$ cat config.mk
export PLATFORM = sky130hd
export DESIGN_NAME = gpio_mmio_port
export DESIGN_NICKNAME = d
export VERILOG_FILES = /design/src/rtl/gpio_mmio_port_pkg.sv /design/src/rtl/gpio_mmio_port_sync_fifo.sv /design/src/rtl/gpio_mmio_port.sv
export SDC_FILE = /design/constraint.sdc
export NUM_CORES = 1
export LEC_CHECK = 0
export ABC_AREA = 1
export BUFFER_PORTS_ARGS = -buffer_cell sky130_fd_sc_hd__buf_2
export CAP_MARGIN = 20
export CORE_AREA = 4 4 225 227
export DETAILED_ROUTE_END_ITERATION = 8
export DIE_AREA = 0 0 229 231
export PLACE_DENSITY = 0.66
export SETUP_SLACK_MARGIN = 0.5
export SLEW_MARGIN = 40
export SYNTH_ARGS = -nofsm -noshare
export SYNTH_HDL_FRONTEND = slang
export SYNTH_SLANG_ARGS = --single-unit
$ cat constraint.sdc
create_clock -name clk -period 4.5 [get_ports clk]
set_input_delay 0.225 -clock clk [delete_from_list [all_inputs] [get_ports clk]]
set_output_delay 0.225 -clock clk [all_outputs]
set_load 0.05 [all_outputs]
$ cat src/rtl/gpio_mmio_port_pkg.sv
// Shared definitions for the GPIO MMIO port: run FSM encoding and default map.
package gpio_mmio_port_pkg;

    // Run-control states; encoding is fixed so software/debug views stay stable.
    typedef enum logic [1:0] {
        ST_IDLE   = 2'd0,
        ST_RUN    = 2'd1,
        ST_HALTED = 2'd2
    } run_state_e;

    // Default address of channel 0.
    localparam logic [31:0] DEFAULT_BASE = 32'hABCD;

    // Width of the channel index carried in the write log (up to 16 channels).
    localparam int unsigned CH_IDX_W = 4;

endpackage

$ cat src/rtl/gpio_mmio_port_sync_fifo.sv
// Synchronous first-word-fall-through FIFO with occupancy count.
// Ports: clk, rst_n (sync, active-low), push/wdata, pop, rdata (head),
//        count (0..DEPTH), full.
module sync_fifo #(
    parameter int unsigned WIDTH = 36,
    parameter int unsigned DEPTH = 8
) (
    input  logic                     clk,
    input  logic                     rst_n,
    input  logic                     push,
    input  logic [WIDTH-1:0]         wdata,
    input  logic                     pop,
    output logic [WIDTH-1:0]         rdata,
    output logic [$clog2(DEPTH):0]   count,
    output logic                     full
);

    localparam int unsigned PTR_W = $clog2(DEPTH);
    localparam int unsigned CNT_W = PTR_W + 1;

    logic [WIDTH-1:0] mem_q [DEPTH];
    logic [PTR_W-1:0] wr_ptr_q, wr_ptr_d;
    logic [PTR_W-1:0] rd_ptr_q, rd_ptr_d;
    logic [CNT_W-1:0] count_q, count_d;
    logic             push_ok, pop_ok;

    assign full  = (count_q == CNT_W'(DEPTH));
    assign count = count_q;
    assign rdata = mem_q[rd_ptr_q];

    // A push into a full FIFO is accepted only when a pop frees the slot in the same cycle.
    always_comb begin
        pop_ok   = pop && (count_q != '0);
        push_ok  = push && (!full || pop_ok);
        wr_ptr_d = wr_ptr_q + PTR_W'(push_ok);
        rd_ptr_d = rd_ptr_q + PTR_W'(pop_ok);
        count_d  = count_q + CNT_W'(push_ok) - CNT_W'(pop_ok);
    end

    // Pointer and count state.
    always_ff @(posedge clk) begin
        if (!rst_n) begin
            wr_ptr_q <= '0;
            rd_ptr_q <= '0;
            count_q  <= '0;
        end else begin
            wr_ptr_q <= wr_ptr_d;
            rd_ptr_q <= rd_ptr_d;
            count_q  <= count_d;
        end
    end

    // Storage array; contents are don't-care while empty so it has no reset.
    always_ff @(posedge clk) begin
        if (rst_n && push_ok) begin
            mem_q[wr_ptr_q] <= wdata;
        end
    end

endmodule

$ cat src/rtl/gpio_mmio_port.sv
// Memory-mapped GPIO output port with run control and a write-log FIFO.
// Ports: clk, rst_n (sync, active-low); addr/st_data/st_en store bus;
//        pc/end_pc/start run control; gpio/gpio_upd channel outputs;
//        run_en/done FSM status; log_* FIFO read side; overflow sticky flag.
module gpio_mmio_port
    import gpio_mmio_port_pkg::*;
#(
    parameter int unsigned       DATA_W    = 32,
    parameter int unsigned       ADDR_W    = 32,
    parameter int unsigned       N_CH      = 4,
    parameter logic [ADDR_W-1:0] BASE      = ADDR_W'(DEFAULT_BASE),
    parameter int unsigned       LOG_DEPTH = 8,
    parameter int unsigned       WR_QUAL   = 1
) (
    input  logic                        clk,
    input  logic                        rst_n,
    input  logic [ADDR_W-1:0]           addr,
    input  logic [DATA_W-1:0]           st_data,
    input  logic                        st_en,
    input  logic [ADDR_W-1:0]           pc,
    input  logic [ADDR_W-1:0]           end_pc,
    input  logic                        start,
    output logic [N_CH*DATA_W-1:0]      gpio,
    output logic [N_CH-1:0]             gpio_upd,
    output logic                        run_en,
    output logic                        done,
    output logic                        log_valid,
    input  logic                        log_ready,
    output logic [DATA_W-1:0]           log_data,
    output logic [CH_IDX_W-1:0]         log_ch,
    output logic [$clog2(LOG_DEPTH):0]  log_count,
    output logic                        overflow
);

    localparam int unsigned LOG_W = CH_IDX_W + DATA_W;

    run_state_e              state_q, state_d;
    logic                    run_en_q, run_en_d;
    logic                    done_q, done_d;
    logic [N_CH*DATA_W-1:0]  gpio_q, gpio_d;
    logic [N_CH-1:0]         gpio_upd_q, gpio_upd_d;
    logic                    overflow_q, overflow_d;

    logic [ADDR_W-1:0]       offset_c;
    logic                    hit_c;
    logic                    pop_c;
    logic                    fifo_full;
    logic [LOG_W-1:0]        fifo_rdata;

    // Offset from BASE in ADDR_W bits, so a map that wraps past 2^ADDR_W still decodes.
    assign offset_c = addr - BASE;
    assign hit_c    = run_en_q && (st_en || (WR_QUAL == 0)) && (offset_c < ADDR_W'(N_CH));
    assign pop_c    = log_valid && log_ready;

    // Run FSM: state register.
    always_ff @(posedge clk) begin
        if (!rst_n) begin
            state_q <= ST_IDLE;
        end else begin
            state_q <= state_d;
        end
    end

    // Run FSM: next state; start is ignored while running.
    always_comb begin
        state_d = state_q;
        case (state_q)
            ST_IDLE:   if (start) state_d = ST_RUN;
            ST_RUN:    if (pc == end_pc) state_d = ST_HALTED;
            ST_HALTED: if (start) state_d = ST_RUN;
            default:   state_d = ST_IDLE;
        endcase
    end

    // Run FSM outputs, decoded from the next state so they register alongside it.
    always_comb begin
        run_en_d = (state_d == ST_RUN);
        done_d   = (state_d == ST_HALTED);
    end

    // Channel update and sticky overflow.
    always_comb begin
        gpio_d     = gpio_q;
        gpio_upd_d = '0;
        for (int i = 0; i < N_CH; i++) begin
            if (hit_c && (offset_c == ADDR_W'(i))) begin
                gpio_d[i*DATA_W +: DATA_W] = st_data;
                gpio_upd_d[i]              = 1'b1;
            end
        end
        overflow_d = overflow_q || (hit_c && fifo_full && !pop_c);
    end

    // Output and status registers.
    always_ff @(posedge clk) begin
        if (!rst_n) begin
            run_en_q   <= 1'b0;
            done_q     <= 1'b0;
            gpio_q     <= '0;
            gpio_upd_q <= '0;
            overflow_q <= 1'b0;
        end else begin
            run_en_q   <= run_en_d;
            done_q     <= done_d;
            gpio_q     <= gpio_d;
            gpio_upd_q <= gpio_upd_d;
            overflow_q <= overflow_d;
        end
    end

    sync_fifo #(
        .WIDTH (LOG_W),
        .DEPTH (LOG_DEPTH)
    ) u_log (
        .clk   (clk),
        .rst_n (rst_n),
        .push  (hit_c),
        .wdata ({CH_IDX_W'(offset_c), st_data}),
        .pop   (pop_c),
        .rdata (fifo_rdata),
        .count (log_count),
        .full  (fifo_full)
    );

    assign log_valid = (log_count != '0);
    assign log_data  = fifo_rdata[DATA_W-1:0];
    assign log_ch    = fifo_rdata[LOG_W-1:DATA_W];
    assign gpio      = gpio_q;
    assign gpio_upd  = gpio_upd_q;
    assign run_en    = run_en_q;
    assign done      = done_q;
    assign overflow  = overflow_q;

endmodule

==> impl_metrics.env <==
export IMPL_vias=15200
export IMPL_path_class="flip-flop to output pin"
export IMPL_start_kind="flip-flop"
export IMPL_sw_frac_of_total_pct=33.8
export IMPL_vias_per_cell=4.94
export IMPL_synth_area_leader_cell="edfxtp_1"
export IMPL_p_int_mw=6.97
export IMPL_firstDrtPassIters=6
export IMPL_synth_cell_types=38
export IMPL_syn_to_final_growth_pct=18.6
export IMPL_root_buffer="clkbuf_16"
export IMPL_grt_max_degree=102
export IMPL_antenna_found_initial=3
export IMPL_slew_viol_final=0
export IMPL_rrSetupSlack_ns=1.57
export IMPL_drt_wl_total_mm=53.7
export IMPL_ys_ff_latch=435
export IMPL_hpwl_mm=36.1
export IMPL_portBuffers=308
export IMPL_coreArea_um2=48600
export IMPL_synth_area_top_cells="edfxtp_1 45%, dfxtp_1 15%, nor2_1 11%"
export IMPL_setup_viol_count_final=0
export IMPL_dieArea_um2=52900
export IMPL_status="finished clean"
export IMPL_syn_num_nets=2288
export IMPL_powerDensity_nw_per_um2=461
export IMPL_drtIter0Drc=1200
export IMPL_pre_cts_ws_ns=0.678
export IMPL_die_height_um=231
export IMPL_worst_slack_ns=1.12
export IMPL_gr_total_overflow=0
export IMPL_cp_arrival_ns=3.15
export IMPL_grt_pass1_vias=14900
export IMPL_die_w_um=229
export IMPL_power_frac_comb_pct=24.2
export IMPL_worst_path_buf_inv=2
export IMPL_fmax_mhz=296
export IMPL_p_leak_nw=10.0
export IMPL_grt_usage_pct=19.7
export IMPL_cts_hold_buffers=1
export IMPL_drive_above_1_share_pct=21.4
export IMPL_finalCritPeriodShare_pct=75.1
export IMPL_initial_core_util_pct=39.6
export IMPL_final_min_clock_period_ns=3.38
export IMPL_place_gp_congestion=0.958
export IMPL_cts_max_level=2
export IMPL_netlist_area_leader_share_pct=44.9
export IMPL_ant_nets=0
export IMPL_crit_path_cell_trace="buf_6, o21ai_0, o22ai_1, nor2_1, a31oi_1, buf_2"
export IMPL_p_clk_share_pct=34.3
export IMPL_fin_skew_ns=0.0321
export IMPL_synth_warnings=0
export IMPL_cts_clk_slew_worst_paths_ns=0.06
export IMPL_power_net_switching_mw=3.56
export IMPL_syn_avg_cell_area_um2=9.00
export IMPL_grt_pass1_wl_mm=83.0
export IMPL_syn_area_um2=19300
export IMPL_dp_cells=2993
export IMPL_numCtsBuffers=45
export IMPL_synth_seq_area_share_pct=60.2
export IMPL_design_area_um2=22800
export IMPL_fin_tns_setup_ns=0
export IMPL_cp_max_fo=101
export IMPL_post_cts_setup_buffers=0
export IMPL_routedWlPerCell_um=17.4
export IMPL_cp_required_ns=4.28
export IMPL_drc_errors=0
export IMPL_io_pins=309
export IMPL_power_mw=10.5
export IMPL_p_seq_share_pct=41.5
export IMPL_ctsResizeCount=0
export IMPL_hold_path_class="input port to flip-flop"
export IMPL_relSlewSlack_pct=44.0
export IMPL_final_nets=2569
export IMPL_max_cap_violations=0
export IMPL_finalHoldViolCount=0
export IMPL_clock_sinks=435
export IMPL_tightest_slew_ns=0.839
export IMPL_postPlaceCellArea_um2=21300
export IMPL_num_rows=81
export IMPL_whs_ns=0.0427
export IMPL_utilization_pct=47.0
export IMPL_clkLatencyLatePin_ns=0.58
export IMPL_clockBufferDepth=3
export IMPL_syn_inst=2140
export IMPL_cts_tree="yes"
export IMPL_crit_path_end_kind="output pin"
export IMPL_slowest_delay_ns=0.69
export IMPL_slowest_stage="dfxtp_4"
export IMPL_peakVddDrop_uv=294
export IMPL_rsz0062_at_grt="no"
export IMPL_critPathTopFamily="buffers and inverters"
export IMPL_stdcell_count=3081
==> power by group through the flow <==
stage / sequential (mW) / clock, mW / combinational, mW
floorplan: 4.44 / 0 / 1.79
global placement: 4.45 / 0 / 2.52
detailed placement: 4.45 / 0 / 2.56
CTS: 4.37 / 3.70 / 2.57
global route: 4.37 / 3.88 / 2.78
finish: 4.37 / 3.61 / 2.55
==> kinds of logic (layout without fill, tap and decap cells) <==
| kind of cell | Yosys count | after routing | synth area share (%) |
|---|---|---|---|
| simple gates | 1107 | 1107 | 23.9 |
| flops | 435 | 435 | 60.2 |
| buf+inv | 320 | 636 | 7.05 |
| compound gates | 239 | 239 | 6.74 |
| xor+xnor | 24 | 24 | 1.09 |
| fa+ha+maj | 15 | 15 | 1.01 |
| other cells | 0 | 3 | 0 |
==> registers in the layout, summed over array words and instances, names as in the netlist <==
signal,count
gpio_upd,4
gpio,128
u_log.wr_ptr_q,3
state_q,2
u_log.rd_ptr_q,3
u_log.mem_q,288
u_log.count,4
done,1
run_en,1
overflow,1
==> worst paths after layout <==
check | cells after the start | end | startpoint
worst min-delay path | 1 | u_log.mem_q[0][19] | st_data[19]
worst max register to register | 13 | u_log.mem_q[2][0] | run_en
worst max-delay path | 6 | log_data[20] | u_log.rd_ptr_q[0]
worst min register to register | 4 | gpio[66] | gpio[66]
==> layer usage <==
| metal | up-vias | share of wire, % | track usage, % |
|---|---|---|---|
| met1 | 7251 | 43 | 25.6 |
| met2 | 442 | 47 | 32.7 |
| li1 | 7449 | - | - |
| met5 | - | 0 | 0 |
| met3 | 88 | 7.1 | 4.50 |
| met4 | 0 | 2.9 | 6.85 |
==> cell usage after synthesis <==
cell        n
buf_6      10
nor2_1    589
o21ai_1     2
o21bai_2    1
o21ai_0   150
nand3_1    43
nor3_1      8
buf_2      12
buf_1       8
or2_2       7
edfxtp_1  288
buf_8       2
and2_1      2
buf_4      12
fa_1        1
xnor2_1    22
nor3_4      1
nand3_2     7
nor4_1      5
inv_1     214
nor2_2      5
nand4_1    15
xor2_1      2
nor2_4      2
clkbuf_1   53
inv_2       7
clkinv_1    2
nand2_2    89
nand2_1   331
ha_1       14
a21boi_0    1
o22ai_1    36
a21oi_1    12
a31oi_1    36
a211oi_1    1
nand2b_1    1
nand3b_1    2
dfxtp_1   147
==> area by class of cell <==
cell class                      count  area [µm²]
Inverter                          223         842
Clock buffer                       61        1230
Tap cell                          622         778
Fill cell                        4590       25800
Clock inverter                     21         211
Antenna cell                        3        7.51
Multi-Input combinational cell   1385        6390
Timing Repair Buffer              331        1790
Sequential cell                   435       11600
==> placed cells by master (no fill, tap or decap), types with 43 or more instances in the layout <==
cell | Yosys | routed
nand3_1 | 43 | 43
edfxtp_1 | 288 | 288
nand2_2 | 89 | 89
nand2_1 | 331 | 331
buf_2 | 12 | 307
clkbuf_16 | 0 | 45
o21ai_0 | 150 | 150
dfxtp_1 | 147 | 145
inv_1 | 214 | 214
nor2_1 | 589 | 581
(Power assumes the default switching activity.)
